$ cat config.mk
export PLATFORM = sky130hd
export DESIGN_NAME = gtx_link_codec
export DESIGN_NICKNAME = d
export VERILOG_FILES = /design/src/rtl/gtx_link_codec.sv
export SDC_FILE = /design/constraint.sdc
export NUM_CORES = 1
export LEC_CHECK = 0
export CAP_MARGIN = 40
export CORE_MARGIN = 2
export CORE_UTILIZATION = 49
export CTS_CLUSTER_SIZE = 12
export DETAILED_ROUTE_END_ITERATION = 12
export PLACE_DENSITY = 0.83
export SYNTH_ARGS = -nofsm -noshare
export SYNTH_HDL_FRONTEND = slang
export SYNTH_SLANG_ARGS = --single-unit
$ cat constraint.sdc
create_clock -name clk_i -period 1.8 [get_ports clk_i]
set_input_delay 0.36 -clock clk_i [delete_from_list [all_inputs] [get_ports clk_i]]
set_output_delay 0.36 -clock clk_i [all_outputs]
set_load 0.05 [all_outputs]
$ cat src/rtl/gtx_link_codec.sv
// 16-bit 8b/10b framing codec: TX inserts K28.5 comma words for alignment,
// RX finds commas, undoes a one-byte lane offset and strips K characters.
module gtx_link_codec #(
    parameter int unsigned INIT_COMMAS  = 16,
    parameter int unsigned COMMA_PERIOD = 256,
    parameter logic [7:0]  K_COMMA      = 8'hBC,
    parameter logic [7:0]  D_IDLE       = 8'h50
) (
    input  logic        clk_i,
    input  logic        rst_n_i,
    input  logic [15:0] tx_data_i,
    output logic        tx_ready_o,
    output logic [15:0] tx_data_o,
    output logic [1:0]  tx_ctrl_o,
    input  logic [15:0] rx_data_i,
    input  logic [1:0]  rx_ctrl_i,
    output logic [15:0] rx_data_o,
    output logic        rx_valid_o,
    output logic        rx_aligned_o
);
    localparam int unsigned PW = (COMMA_PERIOD > 1) ? $clog2(COMMA_PERIOD) : 1;
    localparam logic [15:0] COMMA_WORD = {D_IDLE, K_COMMA};

    typedef enum logic {ST_INIT, ST_RUN} tx_state_t;

    tx_state_t     state, state_nxt;
    logic [15:0]   init_cnt, init_cnt_nxt;
    logic [PW-1:0] per_cnt, per_cnt_nxt;
    logic [15:0]   tx_data_nxt;
    logic [1:0]    tx_ctrl_nxt;

    always_ff @(posedge clk_i or negedge rst_n_i) begin
        if (!rst_n_i) begin
            state     <= ST_INIT;
            init_cnt  <= '0;
            per_cnt   <= '0;
            tx_data_o <= COMMA_WORD;
            tx_ctrl_o <= 2'b01;
        end else begin
            state     <= state_nxt;
            init_cnt  <= init_cnt_nxt;
            per_cnt   <= per_cnt_nxt;
            tx_data_o <= tx_data_nxt;
            tx_ctrl_o <= tx_ctrl_nxt;
        end
    end

    // Comma word unless a RUN data slot; user data never carries a K flag.
    always_comb begin
        state_nxt    = state;
        init_cnt_nxt = init_cnt;
        per_cnt_nxt  = per_cnt;
        tx_data_nxt  = COMMA_WORD;
        tx_ctrl_nxt  = 2'b01;
        tx_ready_o   = 1'b0;
        case (state)
            ST_INIT: begin
                init_cnt_nxt = init_cnt + 16'd1;
                if (init_cnt == 16'(INIT_COMMAS - 1)) begin
                    state_nxt   = ST_RUN;
                    per_cnt_nxt = PW'(1);
                end
            end
            ST_RUN: begin
                per_cnt_nxt = (per_cnt == PW'(COMMA_PERIOD - 1)) ? '0 : per_cnt + PW'(1);
                if (per_cnt != '0) begin
                    tx_ready_o  = 1'b1;
                    tx_data_nxt = tx_data_i;
                    tx_ctrl_nxt = 2'b00;
                end
            end
            default: ;
        endcase
    end

    logic [7:0]  prev_hi;
    logic        prev_k;
    logic        offset, offset_nxt, aligned;
    logic        det0, det1;
    logic [15:0] word;
    logic [1:0]  kflag;

    always_comb begin
        det0       = (rx_ctrl_i == 2'b01) && (rx_data_i[7:0] == K_COMMA);
        det1       = (rx_ctrl_i == 2'b10) && (rx_data_i[15:8] == K_COMMA);
        offset_nxt = offset;
        if (det0)      offset_nxt = 1'b0;
        else if (det1) offset_nxt = 1'b1;
        if (offset_nxt) begin
            word  = {rx_data_i[7:0], prev_hi};
            kflag = {rx_ctrl_i[0], prev_k};
        end else begin
            word  = rx_data_i;
            kflag = rx_ctrl_i;
        end
    end

    // Gate on the registered aligned flag so the half-word straddling the
    // first comma can never leak out as data.
    always_ff @(posedge clk_i or negedge rst_n_i) begin
        if (!rst_n_i) begin
            prev_hi    <= '0;
            prev_k     <= 1'b0;
            offset     <= 1'b0;
            aligned    <= 1'b0;
            rx_data_o  <= '0;
            rx_valid_o <= 1'b0;
        end else begin
            prev_hi    <= rx_data_i[15:8];
            prev_k     <= rx_ctrl_i[1];
            offset     <= offset_nxt;
            aligned    <= aligned | det0 | det1;
            rx_valid_o <= 1'b0;
            if (aligned && kflag == 2'b00) begin
                rx_data_o  <= word;
                rx_valid_o <= 1'b1;
            end
        end
    end

    assign rx_aligned_o = aligned;
endmodule

# Word-level counts from Yosys, hierarchy flattened
# Index checks and enable logic that the tools add are counted.
[classes] addsub=2 reduce_logical=5 n_eq_ne=7 mux=16 bitwise=3
[ops] op="16-bit two-way mux" count=3
[ops] op="8-bit equality test, second input constant" count=3
[ops] op="16-bit by 1-bit adder with 16-bit output, second input constant" count=1
[ops] op="16-bit by 4-bit equality test with 1-bit output, second input constant" count=1
[ops] op="8-bit two-way mux" count=2
[ops] op="8-bit case mux with 2 select lines" count=1
[ops] op="1-bit two-way mux" count=9
[ops] op="8-bit by 1-bit adder with 8-bit output, second input constant" count=1
[ops] op="8-bit nonzero test" count=1
[ops] op="1-bit logical AND" count=3
[ops] op="2-bit by 1-bit equality test with 1-bit output, second input constant" count=1
[ops] op="2-bit equality test, second input constant" count=1
[ops] op="2-bit zero test" count=1
[ops] op="2-bit two-way mux" count=1
[ops] op="2-bit inequality test, second input constant" count=1
[ops] op="1-bit bitwise OR" count=2
[ops] op="1-bit NOT" count=1
[totals] output_inout_bits=37 elab_cells=44 reg_bits=71 input_bits=36

# Logic depth before layout (Yosys ltp)
# Gate-level depths: netlist (run 1).
[logic_depth] ltp_word=8 mapped_depth=5 depth_no_buf=5

# Worst setup path after synthesis (run 1)
# No wires, ideal clock.
[synth_timing] path_type="reg-to-output" from="register state" to="output port tx_ready_o" arrival_time_ns=1.723 n_path_buf=2 t_required_ns=1.440 path_slack_ns=-0.283 stages_incl_launch_ff=5 cell_sequence="dfrtp_1 clkbuf_1 inv_1 a31oi_1 clkbuf_1"
[synth_via] elab_chain_cells=1
[synth_lines] item="start: declaration" line="26" rtl="tx_state_t state, state_nxt;"
[synth_lines] item="start signal: assignment" line="40" rtl="state <= state_nxt;"
[synth_lines] item="1-bit two-way mux" line="56" rtl="case (state)"
[synth_lines] item="end: declaration" line="12" rtl="output logic tx_ready_o,"
# Every way passes these cells.

# Final worst setup path (run 1)
[layout_timing] from="register per_cnt[5]" to="output port tx_ready_o"
[layout_via] elab_chain_cells=3
[layout_lines] item="start: declaration" line="28" rtl="logic [PW-1:0] per_cnt, per_cnt_nxt;"
[layout_lines] item="start signal: assignment" line="42" rtl="per_cnt <= per_cnt_nxt;"
[layout_lines] item="8-bit nonzero test" line="66" rtl="if (per_cnt != '0) begin"
[layout_lines] item="1-bit two-way mux" line="66"
[layout_lines] item="1-bit two-way mux" line="56"
# Every way passes these cells.

==> results_dict.tcl, run 1 <==
set metrics [dict create \
    status "complete, but fails checks" \
    violations "negative setup slack" \
    r2r_cells 6 \
    nNetsFinal 422 \
    portBuffers 71 \
    ys.flop_type "dfrtp_1" \
    fin_crit_ns 1.80 \
    finalSetupTns_ns -0.00471 \
    cp-start-kind "register" \
    yosysTopAreaCellShare_pct 51.8 \
    drc_errors 0 \
    start_util_pct 50.6 \
    max-cap-violations 0 \
    synth.cell_area_um2 3000 \
    grt_pass1_vias 2450 \
    setup_ws_ns -0.00471 \
    powerDensity_nw_per_um2 955 \
    finClkSkew_ns 0.00749 \
    cp_max_fo 2 \
    async_flop_share_pct 100 \
    worst_skew_pair.late_latency_ns 0.34 \
    path_class "register to primary output" \
    ir_worst_vdd_uv 726 \
    area_delta_synth_final_pct 46.3 \
    hpwl_um 5150 \
    critPathCaptureType "primary output" \
    hold_path_startpoint "rx_data_i[8]" \
    ys_warn_count 0 \
    routed_wl_um 7770 \
    first_iter_violations 155 \
    synth.area.top_cells "dfrtp_1 (52%), dfstp_2 (7.0%), inv_1 (5.0%), xnor2_1 (3.8%), a221oi_2 (3.0%)" \
    max_freq_mhz 554 \
    synth_edf_count 0 \
    dr.pass1.iters 4 \
    diodes 0 \
    cts_buffers 9 \
    cts.sinks 70 \
    die_x_um 82.2 \
    syn_nets 302 \
    timing.rr.start "per_cnt[0]" \
    netlist_instances 263 \
    final-setup-viol-count 1 \
    grt.total_usage_pct 23.1 \
    yosysSeqAreaShare_pct 58.8 \
    synth_cell_types 45 \
    cts_tree "done" \
    core_area_um2 5920 \
    grt_first_pass_wirelength_um 11500 \
    rows 28 \
    htreeDepth 3 \
    cp.arrival_ns 1.44 \
    gr-total-overflow 0 \
    synth.ff_latch_count 70 \
    pre_cts_slack_ns -0.638 \
    ant_nets 0 \
    cts_buffer_depth 2 \
    hold_path.class "input port to register" \
    gp_congestion 0.837 \
    drv_slew 0 \
    period_share_pct 100 \
    fillers 369 \
    vias_per_cell 5.28 \
    yosysTopAreaCell "dfrtp_1" \
    num_vias 2444 \
    hold_viol 0 \
    drive_gt1_share_pct 35.1 \
    path_clk_slew_ns 0.07 \
    grt_max_degree 37 \
    die_h_um 82.2 \
    die_area_um2 6760 \
    rsz0062_at_grt "true" \
    p_leak_nw 2.13 \
    startpoint "per_cnt[5]" \
    worstHoldPathCells 2 \
    antenna_found_initial 0 \
    io_pins 73 \
    wl_per_cell_um 16.8 \
    crit_required_ns 1.44 \
    cts_root_buf "clkbuf_8" \
    syn_avg_cell_area_um2 11.4 \
]
[layout make-up]
cell class | count | area [um^2] | share of cell area [%]
inverter | 40 | 150 | 3.42
timing repair buffer | 115 | 1000 | 22.8
tap | 75 | 93.8 | 2.14
clock inverter | 5 | 58.8 | 1.34
multi-input combinational | 147 | 1170 | 26.8
clock buffer | 11 | 141 | 3.22
sequential | 70 | 1770 | 40.3
[timing repair]
| item | 4_1_cts | 5_1_grt |
|---|---|---|
| resized for setup | 30 | 13 |
| endpoints found under the hold margin | 16 | 0 |
| endpoints found under the setup margin | 18 | 16 |
| setup buffers | 3 | 4 |
| pin swaps | 6 | 10 |
| hold buffers | 1 | 0 |
| gates cloned | 0 | 1 |
[Yosys cell counts, drive strengths merged (3+ instances only)]
| cell | instances |
|---|---|
| and3 | 4 |
| dfrtp | 62 |
| clkbuf | 3 |
| nor3 | 6 |
| nand2b | 7 |
| a221oi | 13 |
| buf | 3 |
| nand4b | 3 |
| nor4 | 3 |
| inv | 40 |
| o21ai | 6 |
| xor2 | 6 |
| a21oi | 3 |
| nand2 | 17 |
| and2 | 10 |
| ha | 3 |
| nand3 | 6 |
| a41oi | 3 |
| xnor2 | 13 |
| nor2 | 18 |
| dfstp | 8 |
[layout by cell type (no fill, tap or decap), drive strengths merged, types with 3 or more instances in the layout]
master,synthesis,final
a21oi,3,3
a221oi,13,13
a41oi,3,3
and2,10,10
and3,4,4
buf,3,81
clkbuf,3,13
clkdlybuf4s50,0,25
dfrtp,62,62
dfstp,8,8
dlygate4sd2,0,4
ha,3,3
inv,40,40
nand2,17,17
nand2b,7,7
nand3,6,6
nand4b,3,3
nor2,18,18
nor3,6,6
nor4,3,3
o21ai,6,6
xnor2,13,13
xor2,6,6
[per-stage QoR]
| step | cells | power [mW] | instance area (um^2) | util, % | hold WS (ns) |
|---|---|---|---|---|---|
| finish | 463 | 4.19 | 4390 | 74.1 | 0.255 |
| global route | 463 | 4.36 | 4390 | 74.1 | 0.241 |
| CTS | 458 | 4.18 | 4280 | 72.2 | 0.232 |
| detailed placement | 438 | 2.89 | 3980 | 67.2 | 0.329 |
| global placement | 438 | 2.86 | 3980 | 67.2 | 0.332 |
| floorplan | 263 | 2.45 | 3000 | - | 0.0644 |
[sequential cells by signal, summed over array words and instances (netlist names)]
signal	count
init_cnt	16
offset	1
per_cnt	8
prev_hi	8
prev_k	1
rx_aligned_o	1
rx_data_o	16
rx_valid_o	1
state	1
tx_ctrl_o	1
tx_data_o	16
[final timing paths]
path / endpoint / slack, ns
setup / recovery: tx_ready_o / -0.005
hold / removal: prev_hi[0] / 0.25
setup reg to reg: per_cnt[5] / 0.03
max in group asynchronous: init_cnt[3] / 0.69
hold reg to reg: init_cnt[15] / 0.47
min in group asynchronous: rx_valid_o / 0.50
[power by group]
part,leakage (nW),internal (mW),switching [mW],total (mW)
Sequential,0.813,1.72,0.0802,1.80
Clock,0.0955,0.678,0.596,1.27
Combinational,1.22,0.412,0.706,1.12
Total,2.13,2.81,1.38,4.19
[kinds of logic after synthesis]
family	Yosys count	synth area share, %
simple gates	86	15.8
flops	70	58.8
buf+inv	46	6.39
compound gates	35	11.1
xor+xnor	19	5.55
fa+ha+maj	3	1.25
mux	3	1.04
other cells	1	0.125
[critical path, stage by stage, from the launching register on]
cell and delay, ns:
dfrtp_2 0.44, nor4_4 0.34, a31oi_4 0.16, buf_12 0.17
[layer usage]
| metal | GRT usage [%] | up-vias | routed length [um] |
|---|---|---|---|
| met4 | 11.7 | 0 | 274 |
| met2 | 38.6 | 88 | 3990 |
| li1 | - | 1123 | - |
| met5 | 0 | - | 0 |
| met3 | 5.98 | 24 | 345 |
| met1 | 27.6 | 1209 | 3160 |
(Power assumes the default switching activity.)
==> run 2, diff against run 1 <==
--- a/config.mk
+++ b/config.mk
@@ -5,6 +5,7 @@
 export SDC_FILE = /design/constraint.sdc
 export NUM_CORES = 1
 export LEC_CHECK = 0
+export ABC_CLOCK_PERIOD_IN_PS = 1800
 export CAP_MARGIN = 40
 export CORE_MARGIN = 2
 export CORE_UTILIZATION = 49
==> constraint.sdc (replaced) <==
create_clock -name clk_i -period 1.8 [get_ports clk_i]
set_input_delay 0.27 -clock clk_i [delete_from_list [all_inputs] [get_ports clk_i]]
set_output_delay 0.27 -clock clk_i [all_outputs]
set_load 0.05 [all_outputs]
==> run 2 against run 1 <==
Highest routed layer unchanged. Global-route usage increased by 0.80 points. Combinational power about the same. The run now ends clean. Sequential power is essentially flat. Critical path depth did not move.
==> results_dict.tcl, run 2 (synthesis gave the netlist of run 1 again) <==
set metrics [dict create \
    status "completed" \
    max-cap-violations 0 \
    cts_tree "done" \
    antenna_found_initial 0 \
    drv_slew 0 \
    die_h_um 82.2 \
    cp.arrival_ns 1.53 \
    cts_buffer_depth 2 \
    num_vias 2432 \
    final-setup-viol-count 0 \
    cp_max_fo 5 \
    reg2reg_slack_ns 0.16 \
    core_area_um2 5920 \
    ant_nets 0 \
    routed_wl_um 7680 \
    path_clk_slew_ns 0.08 \
    worst_skew_pair.late_latency_ns 0.35 \
    grt_pass1_vias 2590 \
    vias_per_cell 5.29 \
    finClkSkew_ns 0.00677 \
    nNetsFinal 419 \
    path_class "register to primary output" \
    grt_first_pass_wirelength_um 12000 \
    crit_path_end "tx_ready_o" \
    hpwl_um 5250 \
    fillers 390 \
    regArea_um2 1760 \
    drc_errors 0 \
    cts_root_buf "clkbuf_8" \
    critPathCaptureType "primary output" \
    final_common_cell "dfrtp_1" \
    powerDensity_nw_per_um2 972 \
    cts.sinks 70 \
    wl_per_cell_um 16.7 \
    gr-total-overflow 0 \
    hold_viol 0 \
    portBuffers 71 \
    dr.pass1.iters 4 \
    relSlewSlack_pct 65.7 \
    finalSetupTns_ns 0 \
    start_util_pct 50.6 \
    ir_worst_vdd_uv 719 \
    worstReg2RegEnd "init_cnt[14]" \
    timing.rr.start "init_cnt[0]" \
    mostFrequentLayoutCells "dfrtp_1 (62), buf_4 (46), inv_1 (40)" \
    reg.largest.list "init_cnt x16, rx_data_o x16, tx_data_o x16" \
    period_share_pct 99.7 \
    p_leak_nw 2.17 \
    htreeDepth 3 \
    io_pins 73 \
    first_iter_violations 106 \
    crit_required_ns 1.53 \
    r2r_cells 5 \
    cts_buffers 9 \
    worst_pin_slew_ns 0.513 \
    hold_path.class "input port to register" \
    die_x_um 82.2 \
    grt.total_usage_pct 23.9 \
    diodes 0 \
    gp_congestion 0.834 \
    area_delta_synth_final_pct 47.9 \
    rsz0062_at_grt "true" \
    fin_crit_ns 1.80 \
    startpoint "per_cnt[4]" \
    finalPower_mw 4.31 \
    die_area_um2 6760 \
    max_freq_mhz 557 \
    utilization_pct 74.9 \
    cp-start-kind "register" \
    drive_gt1_share_pct 26.5 \
    grt_max_degree 31 \
    multi_input_area_um2 1130 \
    rows 28 \
]
run 2: routing by layer:
layer  global-route usage (%)  vias up  routed length [um]
li1                         -     1120                   -
met1                     28.7     1212                3150
met5                        0        -                   0
met4                     12.5        0                 155
met3                     5.76       14                 344
met2                     39.9       86                4020
run 2: layout make-up:
| class | instances | share of cell area [%] |
|---|---|---|
| Clock inverter | 6 | 1.92 |
| Tap cell | 75 | 2.12 |
| Sequential cell | 70 | 39.7 |
| Timing Repair Buffer | 112 | 24.1 |
| Inverter | 40 | 3.39 |
| Multi-Input combinational cell | 147 | 25.6 |
| Clock buffer | 10 | 3.10 |
run 2: power by group:
| group | total (mW) | switching (mW) | internal [mW] |
|---|---|---|---|
| Combinational | 1.11 | 0.701 | 0.408 |
| Sequential | 1.80 | 0.0808 | 1.72 |
| Clock | 1.40 | 0.592 | 0.812 |
run 2: critical path, stage by stage, from the launching register on:
cell,delay (ns)
dfrtp_1,0.45
nor4_4,0.35
a31oi_4,0.18
buf_12,0.19
run 2: how the worst min path moves through the flow:
| stage | from | to | slack (ns) | cells after the start |
|---|---|---|---|---|
| floorplan | rst_n_i | init_cnt[0] | -0.03 | 0 |
| global placement | rst_n_i | rx_valid_o | 0.25 | 1 |
| detailed placement | rst_n_i | rx_valid_o | 0.25 | 1 |
| CTS | rx_data_i[9] | prev_hi[1] | 0.14 | 2 |
| global route | rx_data_i[9] | prev_hi[1] | 0.14 | 2 |
| finish | rx_data_i[9] | prev_hi[1] | 0.15 | 2 |
run 2: what timing repair did:
action,CTS,global route
resized for setup,34,13
pin swaps,10,2
hold endpoints to repair,16,0
setup buffers,2,0
hold buffers,1,0
gates cloned,1,0
setup endpoints to repair,24,21
run 2: stage by stage:
stage	area, um^2	hold WS [ns]	instances	worst slack, ns
floorplan	3000	-0.0256	263	-0.000674
global placement	4060	0.248	440	-0.446
detailed placement	4060	0.250	440	-0.550
CTS	4380	0.142	460	0.00274
global route	4430	0.142	460	-0.0589
finish	4430	0.151	460	0.00487
==> run 3, diff against run 2 <==
--- a/config.mk
+++ b/config.mk
@@ -5,13 +5,15 @@
 export SDC_FILE = /design/constraint.sdc
 export NUM_CORES = 1
 export LEC_CHECK = 0
-export ABC_CLOCK_PERIOD_IN_PS = 1800
+export ABC_CLOCK_PERIOD_IN_PS = 1820
 export CAP_MARGIN = 40
 export CORE_MARGIN = 2
 export CORE_UTILIZATION = 49
+export CTS_CLUSTER_DIAMETER = 200
 export CTS_CLUSTER_SIZE = 12
 export DETAILED_ROUTE_END_ITERATION = 12
 export PLACE_DENSITY = 0.83
+export SETUP_SLACK_MARGIN = 0.15
 export SYNTH_ARGS = -nofsm -noshare
 export SYNTH_HDL_FRONTEND = slang
 export SYNTH_SLANG_ARGS = --single-unit
==> constraint.sdc (replaced) <==
create_clock -name clk_i -period 1.82 [get_ports clk_i]
set_input_delay 0.273 -clock clk_i [delete_from_list [all_inputs] [get_ports clk_i]]
set_output_delay 0.273 -clock clk_i [all_outputs]
set_load 0.05 [all_outputs]
==> run 3 against run 2 <==
Sequential power about the same. Utilization is 2.3 points higher. Die area is the same. Via count grew 7.2%. Non-clock buffer count rose by 5. Worst hold slack improved by 0.032 ns. Global-route usage rose by 4.8 points. Register-to-register slack about the same. Routed wire length grew 20%. Cell count grew 1.1%.
==> results_dict.tcl, run 3 (synthesis gave the netlist of run 1 again) <==
set metrics [dict create \
    status "completed" \
    vias_per_cell 5.61 \
    routed_wl_um 9220 \
    finalNonFillerCells 465 \
    final_common_cell "dfrtp_1" \
    cts_buffers 9 \
    gp_congestion 0.847 \
    drive_gt1_share_pct 30.3 \
    grt.total_usage_pct 28.7 \
    critPathCaptureType "register" \
    hold_viol 0 \
    period_share_pct 98.2 \
    p_leak_nw 2.20 \
    drc_errors 0 \
    path_clk_slew_ns 0.07 \
    die_h_um 82.2 \
    ant_nets 0 \
    finalPower_mw 4.32 \
    worst_pin_slew_ns 0.518 \
    max_freq_mhz 560 \
    rows 28 \
    relSlewSlack_pct 65.6 \
    first_iter_violations 230 \
    path_class "input port to register" \
    die_x_um 82.2 \
    gr-total-overflow 0 \
    hold_path.class "input port to register" \
    htreeDepth 3 \
    grt_first_pass_wirelength_um 14000 \
    wirelength_met1_um 3650 \
    fillers 313 \
    portBuffers 71 \
    ir_worst_vdd_uv 663 \
    final-setup-viol-count 0 \
    diodes 0 \
    core_area_um2 5920 \
    die_area_um2 6760 \
    cp-start-kind "input port" \
    grt_pass1_vias 2721 \
    highest_layer "met4" \
    cp_max_fo 5 \
    powerDensity_nw_per_um2 946 \
    cts_buffer_depth 2 \
    fin_crit_ns 1.79 \
    drv_slew 0 \
    cts_root_buf "clkbuf_8" \
    stdcell_area_um2 4570 \
    hpwl_um 5080 \
    cp.arrival_ns 2.04 \
    worst_skew_pair.late_latency_ns 0.34 \
    antenna_found_initial 0 \
    wl_per_cell_um 19.8 \
    met2_wirelength_um 4710 \
    dr.pass1.iters 4 \
    grt_max_degree 55 \
    finClkSkew_ns 0.0102 \
    start_util_pct 50.6 \
    max-cap-violations 0 \
    reg.largest.list "init_cnt x16, rx_data_o x16, tx_data_o x16" \
    dp_cells 433 \
    io_pins 73 \
    rsz0062_at_grt "true" \
    area_delta_synth_final_pct 52.4 \
    crit_required_ns 2.07 \
    cts.sinks 70 \
    cts_tree "done" \
    num_vias 2607 \
    nNetsFinal 424 \
    mostFrequentLayoutCells "dfrtp_1 (58), buf_4 (44), inv_1 (40)" \
    wl_met3_um 573 \
    placed_cell_area_um2 4020 \
]
-- run 3: changes by cell type in the layout (fill, tap and decap cells not counted), moves of 4 or more --
cell / before / now
buf_6: 1 / 5
clkdlybuf4s50_1: 32 / 18
dfrtp_1: 62 / 58
dfrtp_2: 0 / 4
dlygate4sd2_1: 12 / 35
dlymetal6s2s_1: 10 / 2
-- run 3: path summary, 6_finish.rpt --
kind / start / to / slack [ns] / depth (start not counted)
hold / removal: rx_data_i[9] / prev_hi[1] / 0.18 / 2
min in group asynchronous: rst_n_i / tx_data_o[1] / 0.39 / 2
setup reg to reg: per_cnt[6] / tx_data_o[0] / 0.16 / 6
max in group asynchronous: rst_n_i / per_cnt[6] / 0.80 / 3
setup / recovery: rx_data_i[8] / rx_data_o[8] / 0.03 / 8
hold reg to reg: init_cnt[8] / init_cnt[8] / 0.50 / 1
-- run 3: per-layer routing --
metal / vias up / GRT usage (%)
met5: - / 0
met1: 1308 / 34.5
met2: 136 / 47.5
li1: 1132 / -
met3: 31 / 7.61
met4: 0 / 14.7
-- run 3: stage by stage --
step / hold WS (ns) / setup TNS [ns] / utilization (%) / setup WS, ns
after CTS: 0.170 / 0 / 75.5 / 0.0886
after detailed placement: 0.226 / -7.90 / 67.9 / -0.504
after global placement: 0.212 / -6.87 / 67.9 / -0.430
after floorplan: -0.0226 / 0 / - / 0.0163
final: 0.183 / 0 / 77.2 / 0.0336
after global routing: 0.176 / 0 / 77.2 / 0.0335
-- run 3: final cells by class --
| cell class | count | area (um^2) | share of cell area (%) |
|---|---|---|---|
| inverters | 40 | 150 | 3.29 |
| clock buffers | 12 | 145 | 3.18 |
| repair buffers | 117 | 1100 | 24.2 |
| flip-flops and latches | 70 | 1770 | 38.7 |
| multi-input cells | 147 | 1240 | 27.1 |
| clock inverters | 4 | 70.1 | 1.53 |
| well taps | 75 | 93.8 | 2.05 |
-- run 3: power breakdown --
| group | switching, mW | internal [mW] | leakage (nW) |
|---|---|---|---|
| logic | 0.746 | 0.409 | 1.28 |
| clock network | 0.579 | 0.806 | 0.110 |
| registers | 0.0872 | 1.70 | 0.813 |
| total | 1.41 | 2.91 | 2.20 |
-- run 3: timing repair --
action                                  CTS  global route
hold endpoints to repair                  8             0
hold buffers                              1             0
pin swaps                                25             6
gates cloned                              2             0
endpoints found under the setup margin   46            22
resized for setup                        83             9
setup buffers                             8             6
-- run 3: critical path, stage by stage --
cell      delay, ns
buf_6          0.09
or4b_4         0.58
o311ai_4       0.30
o211ai_4       0.15
buf_6          0.15
buf_12         0.11
buf_12         0.13
a221oi_2       0.25
